[config.mk]
export PLATFORM = sky130hd
export DESIGN_NAME = hex_display_arbiter
export DESIGN_NICKNAME = d
export VERILOG_FILES = /design/src/rtl/hex_display_arbiter.sv
export SDC_FILE = /design/constraint.sdc
export NUM_CORES = 1
export LEC_CHECK = 0
export BUFFER_PORTS_ARGS = -buffer_cell sky130_fd_sc_hd__buf_2
export CAP_MARGIN = 20
export CORE_UTILIZATION = 55
export CTS_BUF_LIST = sky130_fd_sc_hd__clkbuf_4
export DETAILED_ROUTE_END_ITERATION = 10
export PLACE_DENSITY = 0.88
export REMOVE_ABC_BUFFERS = 1
export SKIP_CTS_REPAIR_TIMING = 1
export SLEW_MARGIN = 20
export SYNTH_ARGS = -nofsm -noshare
export SYNTH_HDL_FRONTEND = slang
export SYNTH_SLANG_ARGS = --single-unit
[constraint.sdc]
create_clock -name clk_50 -period 2.44 [get_ports clk_50]
set_clock_uncertainty 0.05 [all_clocks]
set_input_delay 0.488 -clock clk_50 [delete_from_list [all_inputs] [get_ports clk_50]]
set_output_delay 0.488 -clock clk_50 [all_outputs]
set_load 0.05 [all_outputs]
[src/rtl/hex_display_arbiter.sv]
// rtl/hex_display_arbiter.sv - shares the 6-digit hex display between the CPU word and a timed overlay.
// Optional overlay blink is enabled by defining HEX_ARB_BLINK_EN.
module hex_display_arbiter #(
  parameter int HOLD_CYCLES  = 50_000_000,
  parameter int GUARD_CYCLES = 25_000_000,
  parameter int BLINK_CYCLES = 12_500_000
) (
  input  logic        clk_50,
  input  logic        reset,
  input  logic [23:0] cpu_data,
  input  logic        cpu_valid,
  input  logic        ovr_req,
  input  logic [23:0] ovr_data,
  output logic        ovr_ack,
  input  logic [5:0]  blank_mask,
  output logic [23:0] disp_data,
  output logic [5:0]  disp_blank,
  output logic        owner,
  output logic        busy
);

  localparam int MAX_HG = (HOLD_CYCLES > GUARD_CYCLES) ? HOLD_CYCLES : GUARD_CYCLES;
  localparam int MAX_C  = (MAX_HG > BLINK_CYCLES) ? MAX_HG : BLINK_CYCLES;
  localparam int TW     = (MAX_C > 1) ? $clog2(MAX_C) : 1;

  localparam logic [TW-1:0] HOLD_LOAD  = TW'(HOLD_CYCLES - 1);
  localparam logic [TW-1:0] GUARD_LOAD = TW'(GUARD_CYCLES - 1);

  typedef enum logic [1:0] {
    S_CPU   = 2'd0,
    S_OVR   = 2'd1,
    S_GUARD = 2'd2
  } state_t;

  state_t        r_state;
  logic [23:0]   r_cpu_latch;
  logic [TW-1:0] r_timer;

`ifdef HEX_ARB_BLINK_EN
  localparam logic [TW-1:0] BLINK_LOAD = TW'(BLINK_CYCLES - 1);
  logic          r_phase;
  logic [TW-1:0] r_blink_cnt;
`endif

  always_ff @(posedge clk_50) begin
    if (reset) begin
      r_state     <= S_CPU;
      r_cpu_latch <= 24'h0;
      r_timer     <= '0;
      disp_data   <= 24'h0;
      disp_blank  <= 6'h0;
      owner       <= 1'b0;
      ovr_ack     <= 1'b0;
      busy        <= 1'b0;
`ifdef HEX_ARB_BLINK_EN
      r_phase     <= 1'b0;
      r_blink_cnt <= '0;
`endif
    end else begin
      if (cpu_valid)
        r_cpu_latch <= cpu_data;
      ovr_ack    <= 1'b0;
      disp_blank <= blank_mask;

      case (r_state)
        S_CPU: begin
          disp_data <= r_cpu_latch;
          owner     <= 1'b0;
          busy      <= 1'b0;
          if (ovr_req) begin
            r_state   <= S_OVR;
            disp_data <= ovr_data;
            ovr_ack   <= 1'b1;
            owner     <= 1'b1;
            busy      <= 1'b1;
            r_timer   <= HOLD_LOAD;
`ifdef HEX_ARB_BLINK_EN
            r_phase     <= 1'b0;
            r_blink_cnt <= BLINK_LOAD;
`endif
          end
        end

        // disp_data already holds the overlay word captured at grant
        S_OVR: begin
          if (r_timer == '0) begin
            r_state   <= S_GUARD;
            disp_data <= r_cpu_latch;
            owner     <= 1'b0;
            r_timer   <= GUARD_LOAD;
`ifdef HEX_ARB_BLINK_EN
            r_phase   <= 1'b0;
`endif
          end else begin
            r_timer <= r_timer - 1'b1;
`ifdef HEX_ARB_BLINK_EN
            // Blank follows the phase that will be in effect for the coming cycle
            if (r_blink_cnt == '0) begin
              r_phase     <= ~r_phase;
              r_blink_cnt <= BLINK_LOAD;
              if (!r_phase)
                disp_blank <= 6'h3F;
            end else begin
              r_blink_cnt <= r_blink_cnt - 1'b1;
              if (r_phase)
                disp_blank <= 6'h3F;
            end
`endif
          end
        end

        S_GUARD: begin
          disp_data <= r_cpu_latch;
          owner     <= 1'b0;
          if (r_timer == '0) begin
            r_state <= S_CPU;
            busy    <= 1'b0;
          end else begin
            r_timer <= r_timer - 1'b1;
          end
        end

        default: begin
          r_state <= S_CPU;
          busy    <= 1'b0;
          owner   <= 1'b0;
        end
      endcase
    end
  end

endmodule

Word level (Yosys, flattened, before mapping)
Index checks and enable logic that the tools add are counted.
Cells by class
  $add $sub $neg: 1
  $mul: 0
  div/mod/pow operators: 0
  order comparisons: 0
  eq/ne operators: 6
  shift operators: 0
  mux-type cells: 15
  bitwise operators: 2
  reductions and logical operators: 8
Operator list (count)
  26-bit 2-to-1 mux: 3
  26-bit case mux with 3 select lines: 1
  24-bit case mux with 3 select lines: 1
  24-bit 2-to-1 mux: 2
  26-bit logical NOT: 1
  26-bit by 1-bit subtractor with 26-bit output (second input constant): 1
  2-bit != test (second input constant): 4
  2-bit 2-to-1 mux: 3
  2-bit case mux with 3 select lines: 1
  3-bit AND reduction: 2
  2-bit AND reduction: 2
  1-bit case mux with 3 select lines: 1
  3-bit nonzero test: 1
  2-bit by 1-bit equality test with 1-bit output (second input constant): 1
  2-bit equality test (second input constant): 1
  2-bit logical NOT: 1
  1-bit 2-to-1 mux: 2
  1-bit NOT: 2
  1-bit case mux with 2 select lines: 1
  2-bit OR reduction: 1
Storage, ports and cells
  bits in registers: 85
  bits in latches: 0
  bits in writable memories: 0
  memory bits (read-only): 0
  input bits: 58
  output and inout port bits: 33
  memories: 0

Logic depth before layout (Yosys ltp)
  depth after elaboration: 3
  gate-level depth with buffers: 9
  depth with buffers taken out: 7

Worst setup path after synthesis
OpenSTA, ideal clock, no wires.
  path type: reg2reg
  from: register r_state[0]
  to: register r_timer[12]
  data arrival time: 2015 ps
  data required time: 2271 ps
  setup slack: 256 ps
  stages on the path, launching flop included: 8
  buffers on the path: 1
  period minus slack after synthesis: 2184 ps
  cells stage by stage: dfxtp_1 -> inv_1 -> ha_1 -> inv_1 -> nor3_1 -> o31ai_4 -> buf_4 -> o221a_2
Between the ends
  word-level cells in the longest chain between the ends: 3
  elaborated cells between the ends (all ways): 8
Ends and longest elaborated chain
  start: declaration: RTL line 35  | state_t r_state;
  start signal: assignment: RTL line 47  | r_state <= S_CPU;
  start signal: assignment: RTL line 71  | r_state <= S_OVR;
  start signal: assignment: RTL line 87  | r_state <= S_GUARD;
  2-bit equality test, or another cell as far along: RTL line 65  | case (r_state)
  2-bit != test (no line) or 3-bit nonzero test (tied branches)
  3-bit AND reduction (no line)
  end signal: assignment: RTL line 95  | r_timer <= r_timer - 1'b1;
  end signal: assignment: RTL line 119  | r_timer <= r_timer - 1'b1;
  end: declaration: RTL line 37  | logic [TW-1:0] r_timer;
Several ways; a longest one is shown, not always the timed one.
A chain may end at the register's enable or synchronous reset.

Worst setup path after layout
  from: register r_timer[6]
  to: register r_timer[25]
Between the ends
  word-level cells in the longest chain between the ends: 3
  elaborated cells between the ends (all ways): 7
Ends and longest elaborated chain
  26-bit by 1-bit subtractor with 26-bit output or 26-bit logical NOT (tied branches)
  26-bit 2-to-1 mux, or another cell as far along: RTL line 115  | if (r_timer == '0) begin
  26-bit case mux with 3 select lines or 3-bit AND reduction (tied branches)
Several ways; a longest one is shown, not always the timed one. The select of a mux whose other input is x is not followed.

==> impl_metrics.yaml <==
outcome:
  status: "completed"
clock_network:
  cts_tree: "done"
  clockBufferDepth: 2
  numCtsBuffers: 9
  htreeDepth: 3
  insertion_delay_ns: 0.47
  cts.clk_slew.worst_paths_ns: 0.15
  cts_root_buffer: "clkbuf_4"
  cts_sinks: 85
global_route:
  grt.overflow.total: 0
  first_global_vias: 3930
  grt_max_degree: 51
  antenna_found_initial: 0
  grt_use_total: 0.278
  grt_pass1_wl_um: 18500
route:
  drc: 0
  avgRoutedWirePerCell_um: 16.9
  via_per_inst: 5.96
  drtAntennaViolNets: 0
  wl_um: 11600
  firstDrtPassIters: 6
  dr_total_vias: 4108
  drt-initial-drc-count: 288
hold_path:
  hp-class: "in2reg"
critical_path:
  worstPathRequired_ns: 2.79
  worst-setup-path-type: "reg2reg"
  cp_max_fo: 8
  cp_data_arrival_time_ns: 2.66
  startpoint_type: "flip-flop"
  critPathCaptureType: "flip-flop"
timing:
  period_minus_slack_ns: 2.31
  tightest_slew_ns: 0.756
  slew_viol_final: 0
  max_freq_mhz: 432
  hold_viol: 0
  grt_setup_unrepaired: "false"
  setup_viol: 0
  slew_headroom: 0.496
  fin_crit_sh: 0.948
  whs_ns: 0.183
layout:
  final_util: 0.668
  syn2layout_area_growth_pct: 18.5
  drive_gt1_frac: 0.283
  design_area_sq_um: 5140
  nNetsFinal: 647
  diodes: 0
  fin_cells: 689
place:
  dp_hpwl_um: 8090
  gp_congestion: 0.986
  numPortBuffers: 90
  dp_cells: 668
  dpl-instance-area_sq_um: 4930
synth:
  yosysTopAreaCell: "dfxtp_1"
  yosysTopAreaCellShare: 0.392
  synth_seq_area_share: 0.392
  syn-cell-area_sq_um: 4340
  yosys.area_share.simple: 0.215
  synth_enable_flop_cells: 0
  synth-compound-area-share: 0.207
  postSynth.asyncResetShare: 0
  yosys-top-cells-area: "dfxtp_1 39%, mux2i_1 11%, a21oi_1 5.1%, o21ai_0 5.0%, nor2_1 4.2%"
  synth_top_family_by_area: "simple AND/OR/NAND/NOR gates"
  synthAdderAreaFrac: 0.0202
  yosys_warnings: 0
  syn-instance-count: 488
  synth_cell_types: 66
  synth_most_common_cell: "dfxtp_1"
  synth_area_per_cell_sq_um: 8.88
  muxShareOfSynthArea: 0.113
  synthTopCellsByCount: "85 x dfxtp_1, 48 x mux2i_1, 48 x nor2_1"
  ys.flop_type: "dfxtp_1"
  synth_xor_area_frac: 0.00202
  synth_seq_cells: 85
die:
  rows: 32
  core_sq_um: 7690
  ioPinCount: 91
  die_x_um: 90.8
  die_h_um: 90.8
  die_area_sq_um: 8240
  start_util: 0.564
pwr:
  ir_drop_mv: 0.544
  p_leak_uw: 0.00221
  power.total_uw: 3650
  p_per_area_nw_per_um2: 711
flow_run:
  cap_violations: 0
## worst max-delay path, stage by stage, from the launching register on
cell and delay [ns]:
dfxtp_1 0.43, nor4_4 0.39, buf_4 0.22, nand4_2 0.27, a2111oi_0 0.60, o21ai_0 0.14
a21oi_1 0.15
## registers in the layout, summed over array words and instances (netlist names)
name / count
r_timer: 26
r_state: 2
busy: 1
r_cpu_latch: 24
ovr_ack: 1
disp_data: 24
disp_blank: 6
owner: 1
## kinds of logic after synthesis
logic type	count (synthesis)
simple gates	161
compound gates	138
flops	85
mux	49
buf+inv	47
fa+ha+maj	7
xor+xnor	1
## final timing paths
kind	start	endpoint	slack, ns	cells after the start
max	r_timer[6]	r_timer[25]	0.13	6
min	blank_mask[2]	disp_blank[2]	0.18	2
max reg2reg	r_timer[6]	r_timer[25]	0.13	6
min reg2reg	owner	owner	0.42	2
## metal layers
layer / part of all wire / track usage / vias up / routed length [um]
met1: 0.43 / 0.347 / 1919 / 4970
met3: 0.063 / 0.0480 / 25 / 736
li1: - / - / 1990 / -
met4: 0.023 / 0.120 / 0 / 262
met5: 0 / 0 / - / 0
met2: 0.49 / 0.471 / 174 / 5670
## stage by stage
step | setup TNS, ns | setup slack, ns
floorplan | -15.43 | -0.643
global placement | 0 | 0.176
detailed placement | 0 | 0.0100
CTS | -0.00970 | -0.00629
global route | 0 | 0.0361
finish | 0 | 0.128
## layout make-up
| cell class | count | area [sq um] |
|---|---|---|
| clock inverter | 7 | 73.8 |
| sequential | 85 | 1700 |
| fill | 610 | 2550 |
| inverter | 12 | 45.0 |
| timing repair buffer | 117 | 678 |
| tap | 102 | 128 |
| clock buffer | 9 | 67.6 |
| multi-input combinational | 357 | 2440 |
## power breakdown
part / internal, uW / leakage (uW) / switching [uW] / total (uW)
clock: 243 / 0.0000777 / 577 / 820
sequential: 1520 / 0.000702 / 125 / 1640
combinational: 458 / 0.00144 / 735 / 1190
## cells in the final DEF, fill, tap and decap left out, types with 3 or more instances in the layout
cell / synthesis / final
buf_2: 4 / 90
dfxtp_1: 85 / 85
mux2i_1: 48 / 48
nor2_1: 48 / 48
a21oi_1: 44 / 44
o21ai_0: 43 / 43
or3_1: 28 / 28
buf_4: 1 / 25
nand2_1: 15 / 15
nor3_1: 12 / 12
inv_1: 11 / 11
nor2b_1: 13 / 11
clkbuf_4: 1 / 9
nor4_1: 8 / 8
ha_1: 7 / 6
or4_1: 5 / 5
nand3_1: 5 / 5
o211ai_1: 5 / 5
o31a_1: 4 / 4
o31ai_1: 4 / 4
or2_2: 3 / 3
nor4_2: 3 / 3
nand4_1: 3 / 3
a31o_2: 3 / 3
a211oi_1: 3 / 3
a221o_1: 3 / 3
a31oi_1: 3 / 3
o221a_2: 3 / 3
No activity file was read; power rests on OpenSTA's default activity.
